<file path="config.mk">
export PLATFORM = sky130hd
export DESIGN_NAME = mv_row_sched_flat
export DESIGN_NICKNAME = d
export VERILOG_FILES = /design/src/rtl/mv_row_sched_if.sv /design/src/rtl/mv_row_sched.sv /design/src/flat_wrapper.sv
export SDC_FILE = /design/constraint.sdc
export NUM_CORES = 1
export LEC_CHECK = 0
export BUFFER_PORTS_ARGS = -buffer_cell sky130_fd_sc_hd__buf_2
export CAP_MARGIN = 20
export CORE_MARGIN = 3
export CORE_UTILIZATION = 44
export CTS_CLUSTER_DIAMETER = 150
export DETAILED_ROUTE_END_ITERATION = 7
export PLACE_DENSITY_LB_ADDON = 0.25
export SLEW_MARGIN = 10
export SYNTH_ARGS = -nofsm -noshare
export SYNTH_HDL_FRONTEND = slang
export SYNTH_SLANG_ARGS = --single-unit
</file>
<file path="constraint.sdc">
create_clock -name aclk -period 1.95 [get_ports aclk]
set_input_delay 0.2925 -clock aclk [delete_from_list [all_inputs] [get_ports aclk]]
set_output_delay 0.2925 -clock aclk [all_outputs]
set_load 0.02 [all_outputs]
</file>
<file path="src/rtl/mv_row_sched_if.sv">
`default_nettype none
// ==== mv_row_sched_if : start/done, controller and result-buffer signals of mv_row_sched -- rev 1.0 ====
interface mv_row_sched_if #(
  parameter int L_RAM_SIZE = 6,
  parameter int MEM_AW     = 10,
  parameter int RES_AW     = 4
);
  logic                  start;
  logic                  abort;
  logic                  busy;
  logic                  done;
  logic                  con_start;
  logic                  con_done;
  logic [L_RAM_SIZE-1:0] con_rdaddr;
  logic [31:0]           con_wrdata;
  logic [MEM_AW-1:0]     mem_rdaddr;
  logic                  res_we;
  logic [RES_AW-1:0]     res_addr;
  logic [31:0]           res_wrdata;
`ifdef MV_ROW_SCHED_PERF_EN
  logic [31:0]           perf_cycles;
`endif

  modport master (
    input  start, abort, con_done, con_rdaddr, con_wrdata,
    output busy, done, con_start, mem_rdaddr, res_we, res_addr, res_wrdata
`ifdef MV_ROW_SCHED_PERF_EN
    , output perf_cycles
`endif
  );

  modport slave (
    output start, abort, con_done, con_rdaddr, con_wrdata,
    input  busy, done, con_start, mem_rdaddr, res_we, res_addr, res_wrdata
`ifdef MV_ROW_SCHED_PERF_EN
    , input perf_cycles
`endif
  );
endinterface
`default_nettype wire

</file>
<file path="src/rtl/mv_row_sched.sv">
`default_nettype none
// ==== mv_row_sched : one dot-product job per matrix row, result stored at index=row -- rev 1.0 ====
// Optional macro MV_ROW_SCHED_PERF_EN adds the perf_cycles run-length counter.
module mv_row_sched #(
  parameter int N_ROWS     = 16,
  parameter int L_RAM_SIZE = 6,
  parameter int MEM_AW     = 10,
  parameter int ROW_STRIDE = 64,
  parameter int RES_AW     = 4
) (
  input  logic           aclk,
  input  logic           areset,
  mv_row_sched_if.master bus
);
  localparam int ROW_W = (N_ROWS > 1) ? $clog2(N_ROWS) : 1;
  localparam int CNT_W = (ROW_W > RES_AW) ? ROW_W : RES_AW;

  localparam logic [2:0] S_IDLE  = 3'd0;
  localparam logic [2:0] S_ISSUE = 3'd1;
  localparam logic [2:0] S_WAIT  = 3'd2;
  localparam logic [2:0] S_WRITE = 3'd3;
  localparam logic [2:0] S_DRAIN = 3'd4;
  localparam logic [2:0] S_FIN   = 3'd5;

  localparam logic [CNT_W-1:0]  c_last_row = CNT_W'(N_ROWS - 1);
  localparam logic [MEM_AW-1:0] c_stride   = MEM_AW'(ROW_STRIDE);

  logic [2:0]            r_state;
  logic [2:0]            w_next;
  logic [CNT_W-1:0]      r_row;
  logic [MEM_AW-1:0]     r_base;
  logic [31:0]           r_result;
  logic                  r_con_done_q;
  logic [L_RAM_SIZE-1:0] w_rdaddr;
  logic                  w_rise;
  logic                  w_last;

  assign w_rdaddr       = bus.con_rdaddr;
  assign w_rise         = bus.con_done & ~r_con_done_q;
  assign w_last         = (r_row == c_last_row);
  assign bus.mem_rdaddr = r_base + MEM_AW'(w_rdaddr);

  always_ff @(posedge aclk) begin
    if (areset) r_state <= S_IDLE;
    else        r_state <= w_next;
  end

  always_comb begin
    w_next = r_state;
    case (r_state)
      S_IDLE:  if (bus.start) w_next = S_ISSUE;
      S_ISSUE: w_next = S_WAIT;
      S_WAIT:  if (w_rise) w_next = S_WRITE;
      S_WRITE: w_next = S_DRAIN;
      S_DRAIN: if (!bus.con_done) w_next = w_last ? S_FIN : S_ISSUE;
      S_FIN:   w_next = S_IDLE;
      default: w_next = S_IDLE;
    endcase
    // abort overrides every other transition
    if (bus.abort && (r_state != S_IDLE)) w_next = S_IDLE;
  end

  always_comb begin
    bus.busy       = (r_state != S_IDLE);
    bus.con_start  = (r_state == S_ISSUE);
    bus.res_we     = (r_state == S_WRITE) && !bus.abort;
    bus.done       = (r_state == S_FIN) && !bus.abort;
    bus.res_addr   = r_row[RES_AW-1:0];
    bus.res_wrdata = r_result;
  end

  always_ff @(posedge aclk) begin
    if (areset) begin
      r_row        <= '0;
      r_base       <= '0;
      r_result     <= '0;
      r_con_done_q <= 1'b0;
    end else begin
      r_con_done_q <= bus.con_done;
      if ((r_state == S_IDLE) && bus.start) begin
        r_row  <= '0;
        r_base <= '0;
      end else if (!bus.abort) begin
        if ((r_state == S_WAIT) && w_rise) r_result <= bus.con_wrdata;
        if ((r_state == S_DRAIN) && !bus.con_done && !w_last) begin
          r_row  <= r_row + 1'b1;
          r_base <= r_base + c_stride;
        end
      end
    end
  end

`ifdef MV_ROW_SCHED_PERF_EN
  logic [31:0] r_perf;

  always_ff @(posedge aclk) begin
    if (areset)                                r_perf <= '0;
    else if ((r_state == S_IDLE) && bus.start) r_perf <= '0;
    else if ((r_state != S_IDLE) && !bus.abort && (r_perf != 32'hFFFF_FFFF))
      r_perf <= r_perf + 32'd1;
  end

  assign bus.perf_cycles = r_perf;
`endif
endmodule
`default_nettype wire

</file>
<file path="src/flat_wrapper.sv">
// flat-port wrapper written by rule: the top's interface ports become plain ports
module mv_row_sched_flat 
#(
  parameter int N_ROWS     = 16,
  parameter int L_RAM_SIZE = 6,
  parameter int MEM_AW     = 10,
  parameter int ROW_STRIDE = 64,
  parameter int RES_AW     = 4
)
  (aclk, areset, bus_start, bus_abort, bus_con_done, bus_con_rdaddr, bus_con_wrdata, bus_busy, bus_done, bus_con_start, bus_mem_rdaddr, bus_res_we, bus_res_addr, bus_res_wrdata);
  mv_row_sched_if #(.L_RAM_SIZE(L_RAM_SIZE), .MEM_AW(MEM_AW), .RES_AW(RES_AW)) bus_i ();
  input  logic aclk;
  input  logic areset;
  input wire logic [$bits(bus_i.start)-1:0] bus_start;
  input wire logic [$bits(bus_i.abort)-1:0] bus_abort;
  input wire logic [$bits(bus_i.con_done)-1:0] bus_con_done;
  input wire logic [$bits(bus_i.con_rdaddr)-1:0] bus_con_rdaddr;
  input wire logic [$bits(bus_i.con_wrdata)-1:0] bus_con_wrdata;
  output wire logic [$bits(bus_i.busy)-1:0] bus_busy;
  output wire logic [$bits(bus_i.done)-1:0] bus_done;
  output wire logic [$bits(bus_i.con_start)-1:0] bus_con_start;
  output wire logic [$bits(bus_i.mem_rdaddr)-1:0] bus_mem_rdaddr;
  output wire logic [$bits(bus_i.res_we)-1:0] bus_res_we;
  output wire logic [$bits(bus_i.res_addr)-1:0] bus_res_addr;
  output wire logic [$bits(bus_i.res_wrdata)-1:0] bus_res_wrdata;
  assign bus_i.start = bus_start;
  assign bus_i.abort = bus_abort;
  assign bus_i.con_done = bus_con_done;
  assign bus_i.con_rdaddr = bus_con_rdaddr;
  assign bus_i.con_wrdata = bus_con_wrdata;
  assign bus_busy = bus_i.busy;
  assign bus_done = bus_i.done;
  assign bus_con_start = bus_i.con_start;
  assign bus_mem_rdaddr = bus_i.mem_rdaddr;
  assign bus_res_we = bus_i.res_we;
  assign bus_res_addr = bus_i.res_addr;
  assign bus_res_wrdata = bus_i.res_wrdata;
  mv_row_sched #(.N_ROWS(N_ROWS), .L_RAM_SIZE(L_RAM_SIZE), .MEM_AW(MEM_AW), .ROW_STRIDE(ROW_STRIDE), .RES_AW(RES_AW)) u_core (.aclk(aclk), .areset(areset), .bus(bus_i));
endmodule
</file>
==> metrics <==
Power Density 712 nW/um^2; Yosys reg bits 44; initial antenna violation count 0; synthesized area 1780 um^2; global-route usage over all layers 16.1%; max incr delay on CP 0.55 ns; status complete, no violations; CTS tree built; Mapped Cells 218; final WL 3820 um; final worst path period need 1.69 ns; MaxCap Viol Count 0; reg2reg setup slack 0.37 ns; Gates resized, CTS repair 0; share of post-route cells with drive strength above 1 33.1%; WP buf/inv 1; Synth top area share 49.6%; startpoint types flop; Slew @ Worst Pin 0.450 ns; initial DRC count 64; CTS Root Cell clkbuf_8; vias in the first global route 1443; first-pass GRT wire length 6350 um; post-synth top area cell dfxtp_1; Yosys cell types 31; Num CTS Buffers 5; CTS HTree Levels 2; Worst-path clk slew 0.09 ns; critical setup path kind reg -> out; worst hold slack 0.226 ns; total negative slack 0 ns; Max FO, Critical Path 13; CTS hold repair buffers 0; post-CTS setup buffer count 0; Clk Latency, worst-skew pair 0.29 ns; grt ovf 0; initial core utilization 47.1%; crit path cell chain nor4bb_1 -> buf_2; synth warn 0; total iterations of the first detailed-routing run 4; Clock Skew 0.00436 ns; dpl ws 0.378 ns; Antenna Violating Nets Remaining 0; WP data required 1.66 ns; Final Max Tran Viols 0; CP top delay family flip-flops; Layout Utilization 60.2%; Final setup viols 0; syn nets 263; Worst IR Drop VDD 0.564 mV; Diodes inserted 0; Lkg Pwr 1.03 nW; Area Growth Syn to Fin 27.8%; Num Clock Sinks 44; RSZ-0062 raised after global routing no; EDFF count, synth 0; Max Freq 592 MHz; nets 334; Port Buffers 80; Tcrit/Tclk final 86.6%; die area 4830 um^2; Avg Vias per Cell 4.78; Clock Tree Buf Depth 2; die width 69.5 um; PnR worst setup slack 0.262 ns; CP max-delay cell dfxtp_1; CP Data Arrival Time 1.40 ns; row count 22; endpoints failing hold 0; Slew Limit Headroom 69.6%; per-cell routed wire length 11.3 um; placed wire-length estimate 2730 um; die height 69.5 um; Async S/R FF share, synth 0%; DR vias 1615; Synth area leaders dfxtp_1, nand2_1, a21oi_1; boundary pin count 93; sequential area share after synthesis 49.6%; synthesized area per cell 8.14 um^2; Critical Path End Type output port; pin count of the biggest net entering global routing 33; DRC violations left 0; final estimated routing congestion in global placement 0.762; CORE AREA 3770 um^2; Main synth FF type dfxtp_1; worst hold-check path type in -> reg
==> cells in the final DEF (no fill, tap or decap), types with 2 or more instances in the layout <==
cell	n
buf_2	80
nand2_1	66
dfxtp_1	44
a21oi_1	35
nor2_1	12
clkbuf_8	5
nand3_1	4
xor2_1	4
buf_4	4
inv_1	3
o21ai_0	3
or3_1	2
nor2b_1	2
and3_1	2
nand4_1	2
mux2i_1	2
ha_1	2
clkinvlp_4	2
==> through the flow <==
stage / instances / cell area, um^2 / power (W)
floorplan: 218 / 1780 / 0.00102
global placement: 330 / 2180 / 0.00106
detailed placement: 330 / 2180 / 0.00107
CTS: 338 / 2270 / 0.00164
global route: 338 / 2270 / 0.00171
finish: 338 / 2270 / 0.00162
==> cell usage after synthesis, types with 3 or more instances <==
library cell  count
clkbuf_1         10
xor2_1            4
a21oi_1          35
buf_4             7
inv_1             3
nand3_1           4
nor2_1           12
dfxtp_1          44
buf_2             4
o21ai_0           3
nand2_1          66
==> flip-flops by register name (all words and copies together) (netlist names) <==
register	cells
u_core.bus.res_wrdata	32
u_core.bus.res_addr	4
u_core.r_base	4
u_core.r_con_done_q	1
u_core.r_state	3
==> final cells by class <==
class | count | area, um^2
clock inverter | 3 | 23.8
fill | 338 | 1500
tap | 48 | 60.1
multi-input combinational | 150 | 773
timing repair buffer | 85 | 450
inverter | 3 | 11.3
clock buffer | 5 | 68.8
sequential | 44 | 881
==> path summary, 6_finish.rpt <==
path | startpoint | endpoint | cells past startpoint
hold reg to reg | u_core.bus.res_wrdata[9] | u_core.bus.res_wrdata[9] | 2
hold / removal | bus_con_wrdata[9] | u_core.bus.res_wrdata[9] | 3
setup / recovery | u_core.r_state[2] | bus_done | 2
setup reg to reg | u_core.r_state[2] | u_core.r_base[9] | 4
==> worst reg2reg max path, delay by kind of cell, from the launching register on <==
kind	cells	cell delay (ns)
AO/OA/AOI/OAI	1	0.14
flip-flops	1	0.55
AND/OR/NAND/NOR	3	0.83
==> power breakdown <==
part	total [W]	switching [W]	internal (W)	leakage (nW)
clock	0.000573	0.000319	0.000254	0.0404
combinational	0.000122	0.0000668	0.0000552	0.633
sequential	0.000921	0.0000137	0.000907	0.355
total	0.00162	0.000400	0.00122	1.03
==> metal layers <==
layer / up-vias / global-route usage [%] / wire length, um
met5: - / 0 / 0
met2: 44 / 27.5 / 1870
met4: 0 / 4.12 / 27
met3: 2 / 6.09 / 280
li1: 859 / - / -
met1: 710 / 18.8 / 1650
==> cells by family (layout without fill, tap and decap cells) <==
kind of cell | Yosys count | after routing | synth area share [%]
flops | 44 | 44 | 49.6
fa+ha+maj | 2 | 2 | 1.41
compound gates | 44 | 44 | 14.0
mux | 2 | 2 | 1.13
buf+inv | 24 | 96 | 6.84
simple gates | 97 | 97 | 24.6
xor+xnor | 5 | 5 | 2.47
No activity file was read; power rests on OpenSTA's default activity.
